--- src/rtl/isu_refill_scheduler.sv ---
// Issue stage: in-order reorder buffer that matches out-of-order refills by nline id and issues
// to the data-array port under per-channel credits. Define ISU_REFILL_BYPASS_EN for refill bypass.
module isu_refill_scheduler #(
  parameter int unsigned NUM_CH    = 3,
  parameter int unsigned ROB_DEPTH = 16,
  parameter int unsigned SET_W     = 3,
  parameter int unsigned WAY_W     = 2,
  parameter int unsigned NLINE_W   = 5,
  parameter int unsigned OFFSET_W  = 1,
  parameter int unsigned WBUF_W    = 7,
  parameter int unsigned DATA_W    = 128,
  parameter int unsigned CRDT_MAX  = 4,
  localparam int unsigned ROB_W    = $clog2(ROB_DEPTH)
) (
  input  logic                   clk,
  input  logic                   rst_n,
  input  logic                   u_htu_valid_i,
  output logic                   u_htu_ready_o,
  input  logic [NUM_CH-1:0]      u_htu_channel_1hot_id_i,
  input  logic [2:0]             u_htu_op_i,
  input  logic [NLINE_W-1:0]     u_htu_id_i,
  input  logic [OFFSET_W-1:0]    u_htu_offset_i,
  input  logic [WBUF_W-1:0]      u_htu_wbuf_id_i,
  input  logic [SET_W-1:0]       u_htu_set_i,
  input  logic [WAY_W-1:0]       u_htu_way_i,
  input  logic                   u_htu_miss_i,
  input  logic                   memctl_refill_valid_i,
  output logic                   memctl_refill_ready_o,
  input  logic [NLINE_W-1:0]     memctl_refill_id_i,
  input  logic [DATA_W-1:0]      memctl_refill_data_i,
  input  logic [NUM_CH-1:0]      u_xbar_crdt_rtn_i,
  output logic                   d_rc_valid_o,
  input  logic                   d_rc_ready_i,
  output logic [NUM_CH-1:0]      d_rc_channel_1hot_id_o,
  output logic [ROB_W-1:0]       d_rc_rob_id_o,
  output logic [2:0]             d_rc_op_o,
  output logic [SET_W-1:0]       d_rc_set_o,
  output logic [WAY_W-1:0]       d_rc_way_o,
  output logic [WBUF_W-1:0]      d_rc_wbuf_id_o,
  output logic [DATA_W-1:0]      d_rc_refill_data_o,
  output logic                   u_htu_crdt_valid_o,
  output logic [WAY_W+SET_W-1:0] u_htu_crdt_way_set_o,
  output logic                   err_orphan_refill_o
);

  localparam int unsigned CRDT_W = $clog2(CRDT_MAX + 1);

  logic [ROB_W:0]          head_q, head_d, tail_q, tail_d;
  logic [ROB_DEPTH-1:0]    vld_q, wait_q;
  logic [NUM_CH-1:0]       ch_q   [ROB_DEPTH];
  logic [2:0]              op_q   [ROB_DEPTH];
  logic [NLINE_W-1:0]      id_q   [ROB_DEPTH];
  logic [WBUF_W-1:0]       wbuf_q [ROB_DEPTH];
  logic [SET_W-1:0]        set_q  [ROB_DEPTH];
  logic [WAY_W-1:0]        way_q  [ROB_DEPTH];
  logic [DATA_W-1:0]       data_q [ROB_DEPTH];
  logic [CRDT_W-1:0]       crdt_q [NUM_CH];
  logic [CRDT_W-1:0]       crdt_d [NUM_CH];
  logic                    ready_q, refill_ready_q, crdt_valid_q, err_q;
  logic [WAY_W+SET_W-1:0]  crdt_ws_q, oldest_ws;

  logic [ROB_W-1:0]        head_idx, tail_idx;
  logic [ROB_DEPTH-1:0]    match_vec, hum_vec;
  logic [NUM_CH-1:0]       alloc_ch, crdt_nz;
  logic                    alloc, refill_fire, alloc_wait, alloc_match, any_match;
  logic                    credit_ok, bypass_hit, issue_valid, issue_fire, full_d;
  logic                    unused_offset;

  assign unused_offset = ^u_htu_offset_i;

  assign head_idx    = head_q[ROB_W-1:0];
  assign tail_idx    = tail_q[ROB_W-1:0];
  assign alloc       = u_htu_valid_i & ready_q;
  assign refill_fire = memctl_refill_valid_i & refill_ready_q;
  // Non-one-hot channel ids collapse to their lowest set bit.
  assign alloc_ch    = u_htu_channel_1hot_id_i & (~u_htu_channel_1hot_id_i + NUM_CH'(1));

  always_comb begin
    match_vec = '0;
    hum_vec   = '0;
    for (int i = 0; i < ROB_DEPTH; i++) begin
      match_vec[i] = vld_q[i] & wait_q[i] & (id_q[i] == memctl_refill_id_i) & refill_fire;
      hum_vec[i]   = vld_q[i] & wait_q[i] & (id_q[i] == u_htu_id_i);
    end
  end

  assign alloc_wait  = u_htu_miss_i | (|hum_vec);
  assign alloc_match = alloc & alloc_wait & refill_fire & (u_htu_id_i == memctl_refill_id_i);
  assign any_match   = (|match_vec) | alloc_match;

  // Walk from head so the first hit is the oldest waiter; the new alloc is youngest.
  always_comb begin
    logic             found;
    logic [ROB_W-1:0] idx;
    found     = 1'b0;
    idx       = '0;
    oldest_ws = {u_htu_way_i, u_htu_set_i};
    for (int k = 0; k < ROB_DEPTH; k++) begin
      idx = head_idx + ROB_W'(k);
      if (!found && match_vec[idx]) begin
        found     = 1'b1;
        oldest_ws = {way_q[idx], set_q[idx]};
      end
    end
  end

  always_comb begin
    for (int c = 0; c < NUM_CH; c++) crdt_nz[c] = (crdt_q[c] != '0);
  end

  assign credit_ok = |(ch_q[head_idx] & crdt_nz);

`ifdef ISU_REFILL_BYPASS_EN
  assign bypass_hit = refill_fire & vld_q[head_idx] & wait_q[head_idx] &
                      (id_q[head_idx] == memctl_refill_id_i);
`else
  assign bypass_hit = 1'b0;
`endif

  assign issue_valid = vld_q[head_idx] & credit_ok & (~wait_q[head_idx] | bypass_hit);
  assign issue_fire  = issue_valid & d_rc_ready_i;

  assign head_d = head_q + (ROB_W + 1)'(issue_fire);
  assign tail_d = tail_q + (ROB_W + 1)'(alloc);
  assign full_d = (head_d[ROB_W-1:0] == tail_d[ROB_W-1:0]) & (head_d[ROB_W] != tail_d[ROB_W]);

  // Simultaneous issue and return on one channel cancel out.
  always_comb begin
    for (int c = 0; c < NUM_CH; c++) begin
      crdt_d[c] = crdt_q[c];
      if (u_xbar_crdt_rtn_i[c] && !(issue_fire && ch_q[head_idx][c])) begin
        if (crdt_q[c] < CRDT_W'(CRDT_MAX)) crdt_d[c] = crdt_q[c] + CRDT_W'(1);
      end else if (!u_xbar_crdt_rtn_i[c] && issue_fire && ch_q[head_idx][c]) begin
        crdt_d[c] = crdt_q[c] - CRDT_W'(1);
      end
    end
  end

  always_ff @(posedge clk or negedge rst_n) begin
    if (!rst_n) begin
      head_q         <= '0;
      tail_q         <= '0;
      vld_q          <= '0;
      wait_q         <= '0;
      ready_q        <= 1'b0;
      refill_ready_q <= 1'b0;
      crdt_valid_q   <= 1'b0;
      crdt_ws_q      <= '0;
      err_q          <= 1'b0;
      for (int c = 0; c < NUM_CH; c++) crdt_q[c] <= CRDT_W'(CRDT_MAX);
    end else begin
      head_q         <= head_d;
      tail_q         <= tail_d;
      ready_q        <= ~full_d;
      refill_ready_q <= 1'b1;
      crdt_valid_q   <= refill_fire & any_match;
      crdt_ws_q      <= (refill_fire & any_match) ? oldest_ws : '0;
      if (refill_fire && !any_match) err_q <= 1'b1;
      for (int c = 0; c < NUM_CH; c++) crdt_q[c] <= crdt_d[c];
      wait_q <= wait_q & ~match_vec;
      if (issue_fire) vld_q[head_idx] <= 1'b0;
      if (alloc) begin
        vld_q[tail_idx]  <= 1'b1;
        wait_q[tail_idx] <= alloc_wait & ~alloc_match;
      end
    end
  end

  // Payload needs no reset: it is only observed behind a valid entry.
  always_ff @(posedge clk) begin
    for (int i = 0; i < ROB_DEPTH; i++) begin
      if (match_vec[i]) data_q[i] <= memctl_refill_data_i;
    end
    if (alloc) begin
      ch_q[tail_idx]   <= alloc_ch;
      op_q[tail_idx]   <= u_htu_op_i;
      id_q[tail_idx]   <= u_htu_id_i;
      wbuf_q[tail_idx] <= u_htu_wbuf_id_i;
      set_q[tail_idx]  <= u_htu_set_i;
      way_q[tail_idx]  <= u_htu_way_i;
      data_q[tail_idx] <= alloc_match ? memctl_refill_data_i : '0;
    end
  end

  assign u_htu_ready_o          = ready_q;
  assign memctl_refill_ready_o  = refill_ready_q;
  assign u_htu_crdt_valid_o     = crdt_valid_q;
  assign u_htu_crdt_way_set_o   = crdt_ws_q;
  assign err_orphan_refill_o    = err_q;
  assign d_rc_valid_o           = issue_valid;
  assign d_rc_channel_1hot_id_o = issue_valid ? ch_q[head_idx] : '0;
  assign d_rc_rob_id_o          = issue_valid ? head_idx : '0;
  assign d_rc_op_o              = issue_valid ? op_q[head_idx] : '0;
  assign d_rc_set_o             = issue_valid ? set_q[head_idx] : '0;
  assign d_rc_way_o             = issue_valid ? way_q[head_idx] : '0;
  assign d_rc_wbuf_id_o         = issue_valid ? wbuf_q[head_idx] : '0;
  assign d_rc_refill_data_o     = !issue_valid ? '0 :
                                  bypass_hit ? memctl_refill_data_i : data_q[head_idx];

endmodule

--- config.mk ---
export PLATFORM = sky130hd
export DESIGN_NAME = isu_refill_scheduler
export DESIGN_NICKNAME = d
export VERILOG_FILES = /design/src/rtl/isu_refill_scheduler.sv
export SDC_FILE = /design/constraint.sdc
export NUM_CORES = 2
export LEC_CHECK = 0
export ABC_CLOCK_PERIOD_IN_PS = 25600
export BUFFER_PORTS_ARGS = -buffer_cell sky130_fd_sc_hd__buf_2
export CAP_MARGIN = 5
export CORE_MARGIN = 1.5
export CORE_UTILIZATION = 53
export CTS_CLUSTER_SIZE = 20
export DETAILED_ROUTE_END_ITERATION = 8
export GPL_ROUTABILITY_DRIVEN = 0
export GPL_TIMING_DRIVEN = 0
export PLACE_DENSITY = 0.69
export SLEW_MARGIN = 20
export SYNTH_ARGS = -nofsm -noshare
export SYNTH_HDL_FRONTEND = slang
export SYNTH_SLANG_ARGS = --single-unit
--- constraint.sdc ---
create_clock -name clk -period 25.6 [get_ports clk]
set_input_delay 1.28 -clock clk [delete_from_list [all_inputs] [get_ports clk]]
set_output_delay 1.28 -clock clk [all_outputs]
set_load 0.01 [all_outputs]
; Word-level counts from Yosys, hierarchy flattened
; Memories as Yosys holds them, arrays and structs flattened.
; Index checks and enable logic that the tools add are counted.
[classes]
add_sub_neg = 24
n_lt_le_gt_ge = 22
eq_ne = 38
muxes = 127
bitwise_logic = 88
n_reduce_logical = 64
[ops]
columns = op, count
row1 = $mux 128, 2
row2 = $eq 5x5->1, 33
row3 = $lt 4x5->1 const B, 17
row4 = $mux 5, 17
row5 = $and 1x1->1, 75
row6 = $bmux 1 s4, 18
row7 = $mux 1, 69
row8 = $mux 16, 3
row9 = $mux 3, 12
row10 = $add 4x4->4 const B, 8
row11 = $and 16x16->16, 2
row12 = $not 16->16, 2
row13 = $reduce_or 16->1, 2
row14 = $logic_and 1x1->1, 30
row15 = $logic_not 1->1, 22
row16 = $add 4x3->4 const B, 4
row17 = $bwmux 16, 1
row18 = $or 16x16->16, 1
row19 = $add 3x1->3 const B, 4
row20 = $add 5x1->5, 2
row21 = $lt 3x3->1 const B, 3
row22 = $reduce_bool 3->1, 3
row23 = $sub 3x1->3 const B, 3
row24 = $add 4x2->4 const B, 2
row25 = other kinds (16), 28
[word_totals]
reg_bits = 60
mem_bits_rw = 2416
inputBits = 166
output_inout_bits = 160
word_cells = 382
n_memories = 7
[mem_list]
columns = name, words, width, read_ports, rd_ports_with_merged_regs, write_ports, line_no
row1 = data_q, 16, 128, 1, 0, 17, 56  ; logic [DATA_W-1:0] data_q [ROB_DEPTH];
row2 = wbuf_q, 16, 7, 1, 0, 1, 53  ; logic [WBUF_W-1:0] wbuf_q [ROB_DEPTH];
row3 = id_q, 16, 5, 16, 0, 1, 52  ; logic [NLINE_W-1:0] id_q [ROB_DEPTH];
row4 = ch_q, 16, 3, 1, 0, 1, 50  ; logic [NUM_CH-1:0] ch_q [ROB_DEPTH];
row5 = op_q, 16, 3, 1, 0, 1, 51  ; logic [2:0] op_q [ROB_DEPTH];
row6 = set_q, 16, 3, 16, 0, 1, 54  ; logic [SET_W-1:0] set_q [ROB_DEPTH];
row7 = 1 more memories, --, --, --, --, --, --

; Depth between registers and ports, before layout
; An unclocked memory read counts as a cell.
[depth]
ltp_word = 53
depth_mapped = 21
ltp_nobuf = 15

; Worst setup path after synthesis
; Ideal clock, no wire load.
[synth_path]
path_type = input -> register
start = in memctl_refill_id_i[2]
end = reg wait_q[0]
setup_ps = 537
arrival_time_ps = 11428
t_required_ps = 25063
setup_slack_ps = 13635
path_stages = 7
n_path_buf = 2
cell_sequence = buf_4 > xnor2_1 > nand4_1 > or2_2 > clkbuf_1 > o21ai_0 > o21ai_0
[synth_via]
elab_chain_cells = 7
word_cells_on_any_way = 11
cone_classes = 2 x eq/ne / 2 x mux / 7 x bitwise
[synth_rtl]
columns = item, line_no
row1 = from (decl), 29  ; input logic [NLINE_W-1:0] memctl_refill_id_i,
row2 = $eq 5x5->1, 82  ; match_vec[i] = vld_q[i] & wait_q[i] & (id_q[i] == memctl_refill_id_i) & refill_fire;
row3 = $and 1x1->1 (2 in series), 82
row4 = $not 16->16, 160  ; wait_q <= wait_q & ~match_vec;
row5 = $and 16x16->16, 160
row6 = $bwmux 16, 164  ; wait_q[tail_idx] <= alloc_wait & ~alloc_match;
row7 = $mux 16 *, 162  ; if (alloc) begin
row8 = to (signal assigned), 160
row9 = "to (signal, indexed assignment)", 164
row10 = to (decl), 49  ; logic [ROB_DEPTH-1:0] vld_q, wait_q;
; Every way passes the cells marked *; elsewhere a longest branch is shown, timed or not.
; A chain may end at the register's enable or synchronous reset.

; Final worst setup path
[layout_path]
start = reg head_q[1]
end = out d_rc_refill_data_o[57]
[layout_via]
elab_chain_cells = 6
word_cells_on_any_way = 12
cone_classes = 5 x mux / 4 x bitwise / 1 x reduce/logical / 2 x memory
[layout_rtl]
columns = item, line_no
row1 = from (decl), 48  ; logic [ROB_W:0] head_q, head_d, tail_q, tail_d;
row2 = from (signal assigned), 141  ; head_q <= '0;
row3 = from (signal assigned), 152  ; head_q <= head_d;
row4 = $mem_v2 16x3, --
row5 = $and 3x3->3, 111  ; assign credit_ok = |(ch_q[head_idx] & crdt_nz);
row6 = $reduce_or 3->1, 111
row7 = $and 1x1->1 (2 in series), 120  ; assign issue_valid = vld_q[head_idx] & credit_ok & (~wait_q[head_idx] | bypass_hit);
row8 = $mux 128 *, 197  ; assign d_rc_refill_data_o = !issue_valid ? '0 :
row9 = to (decl), 40  ; output logic [DATA_W-1:0] d_rc_refill_data_o,
; Every way passes the cells marked *; elsewhere a longest branch is shown, timed or not. The select of a mux whose other input is x is not followed.

==> flow_summary.toml <==
[critical_path]
crit_required_ns = 24.32
start_kind = "register"
crit_fanout = 10
cp_slowest_stage_delay_ns = 0.83
worst_setup_path_end_kind = "output port"
crit_path_frequent_cell = "buf_2"
path_class = "register to output port"
crit_path_cell_trace = "buf_2 > buf_2 > buf_1 > buf_2 > clkbuf_1 > buf_1 > clkbuf_1 > clkbuf_2 > clkbuf_1 > mux4_2 > mux4_2 > nor2b_1 > buf_2"
cp_slowest_cell = "clkbuf_1"
arrival_ns = 8.47

[routing]
viasPerCell = 6.375
num_vias = 71290
antenna_left = 0
dr.pass1.iters = 9
drc = 3
wl_per_cell_um = 31.99
routed_wl_um = 357700
drtIter0Drc = 10880

[synthesis]
muxShareOfSynthArea = 0.1633
synth_edf_count = 2416
yosys.area_share.xor_xnor = 0.01467
ys_top_cells_by_area = "edfxtp_1 (62%), mux4_2 (15%), and2_1 (10%)"
async_flop_share = 0.02423
synth_fa_ha_area_frac = 0.002345
synthCells = 7326
yosysWarnings = 0
seq_area_frac_synth = 0.6367
syn_area_um2 = 116300
synth-main-ff-cell = "edfxtp_1"
ys_types = 86
ys_ff_latch = 2476
yosysMostFrequentCell = "edfxtp_1"
synthTopCellsByCount = "edfxtp_1 (2416), and2_1 (1936), mux4_2 (799)"
synth_top_family_by_area = "multiplexers"
avgSynthCellArea_um2 = 15.88
synth_top_area_share = 0.6238
synth_fp_nets = 7512
synth.largest_area_cell = "edfxtp_1"
synth-simple-area-share = 0.1414
synth-compound-area-share = 0.01848

[layout]
nets = 8288
drive_above_1_share = 0.2247
final_area_um2 = 134300
syn_to_final_growth_pct = 15.50

[global_routing]
antenna_found_initial = 78
grt-ovfl-total = 0
grt_pass1_wl_um = 507800
grt_max_degree = 42
track_usage = 0.3220
grt_pass1_vias = 70950

[power]
p_leak_nw = 44.43
powerDensity_nw_per_um2 = 115.9
finalPower_mw = 15.58
irDropWorstVdd_mv = 0.08554

[place]
placed_area_um2 = 126000
pre_cts_ws_ns = 17.15
place_hpwl_um = 248500
port_buffers = 319

[clock_network]
ctsResizeCount = 0
clock_sinks = 2476
cts_tree = "yes"
clock_path_buffers = 4
hold_buffers = 0
cts_setup_buffers = 0
clock_latency_ns = 0.95
cts_inserted_buffers = 279
cts-htree-levels = 5
root_buffer = "clkbuf_16"
clkTransAtPathRegs_ns = 0.07

[timing]
final_max_slew_viol_count = 0
setup_tns_ns = 0
maxSlewHeadroom = 0.1945
setup_ws_ns = 15.85
clock.fmax_ghz = 0.1026
rsz0062_at_grt = "false"
setup_viol = 0
min_period_ns = 9.747
finalHoldViolations = 0
finalCritPeriodShare = 0.3807
tightest_slew_ns = 1.197
skew_ns = 0.06725

[floorplanning]
die-width_um = 471.5
fp.dieH_um = 471.5
design.core.area_um2 = 217600
die_area_um2 = 222300
start_util = 0.5345
row_count = 171
num_io_pins = 326

[job]
maxCapViolations = 0

[worst_hold_path]
holdCritPathClass = "input pin to asynchronous set/reset pin"

[run_status]
failed_checks = "design-rule violations"
status = "finished with violations"
## kinds of logic after synthesis
kind of cell    count (synthesis)
compound gates                309
xor+xnor                      194
fa+ha+maj                      20
buf+inv                       669
flops                        2476
mux                           895
other cells                     1
simple gates                 2762
## report_power, final
part | switching [mW] | leakage (nW) | internal [mW]
Sequential | 0.148 | 22.6 | 5.00
Clock | 1.59 | 3.97 | 2.12
Combinational | 3.99 | 17.9 | 2.73
## registers in the layout, indices dropped and copies added, names as in the netlist, 9 cells and up
register	count
wait_q	16
id_q	80
crdt_q	9
vld_q	16
set_q	48
ch_q	48
data_q	2048
way_q	32
op_q	48
wbuf_q	112
## critical path, delay by kind of cell (launching register included)
family / cells / cell delay, ns
buffers and inverters: 10 / 5.61
DFF: 1 / 0.59
muxes: 2 / 0.61
and+or+nand+nor: 1 / 0.67
## routing by layer
| metal | GRT usage | share of wire | vias up |
|---|---|---|---|
| li1 | - | - | 29110 |
| met1 | 0.4354 | 0.37 | 36520 |
| met2 | 0.4903 | 0.46 | 4710 |
| met3 | 0.08847 | 0.12 | 918 |
| met4 | 0.1450 | 0.050 | 32 |
| met5 | 0.004543 | 0.00089 | - |
## layout by cell type (no fill, tap or decap), types with 34 or more instances in the layout
cell,Yosys,layout
buf_16,0,124
mux2i_1,69,69
nand2_1,233,232
clkbuf_1,524,550
buf_2,78,403
clkinv_1,1,66
nand3_1,51,51
diode_2,0,41
a21oi_1,39,39
xnor2_1,81,81
and2_1,1936,1936
xor2_1,112,112
dfrtp_1,57,57
edfxtp_1,2416,2416
nor2_1,92,80
o21ai_0,83,74
mux4_2,799,799
nor2b_1,269,269
nand4_1,38,38
clkbuf_2,0,43
nor3_1,37,34
clkbuf_16,0,289
## path summary, 6_finish.rpt
check,start,end,slack (ns),depth (start not counted)
max,head_q[1],d_rc_refill_data_o[57],15.85,13
min,rst_n,u_htu_ready_o,0.22,1
max reg2reg,head_q[0],u_htu_crdt_way_set_o[4],18.21,18
min reg2reg,tail_q[4],tail_q[4],0.49,1
max in group asynchronous,rst_n,crdt_q[2],24.74,2
min in group clk,tail_q[4],tail_q[4],0.49,1
## layout make-up
class	instances	area, um^2
Tap cell	2854	3571
Antenna cell	41	102.6
Buffer	635	2618
Inverter	34	127.6
Clock buffer	356	7483
Multi-Input combinational cell	4181	39850
Clock inverter	110	703.2
Fill cell	15790	83260
Timing Repair Buffer	495	5822
Sequential cell	2476	74050
## through the flow
step	util	hold slack (ns)	cells
after CTS	0.6168	0.2069	11140
after floorplan	-	0.4619	7326
after global placement	0.5583	0.4598	10500
after global routing	0.6171	0.2405	11160
final	0.6173	0.2158	11180
after detailed placement	0.5792	0.4814	10670
No activity file was read; power rests on OpenSTA's default activity.
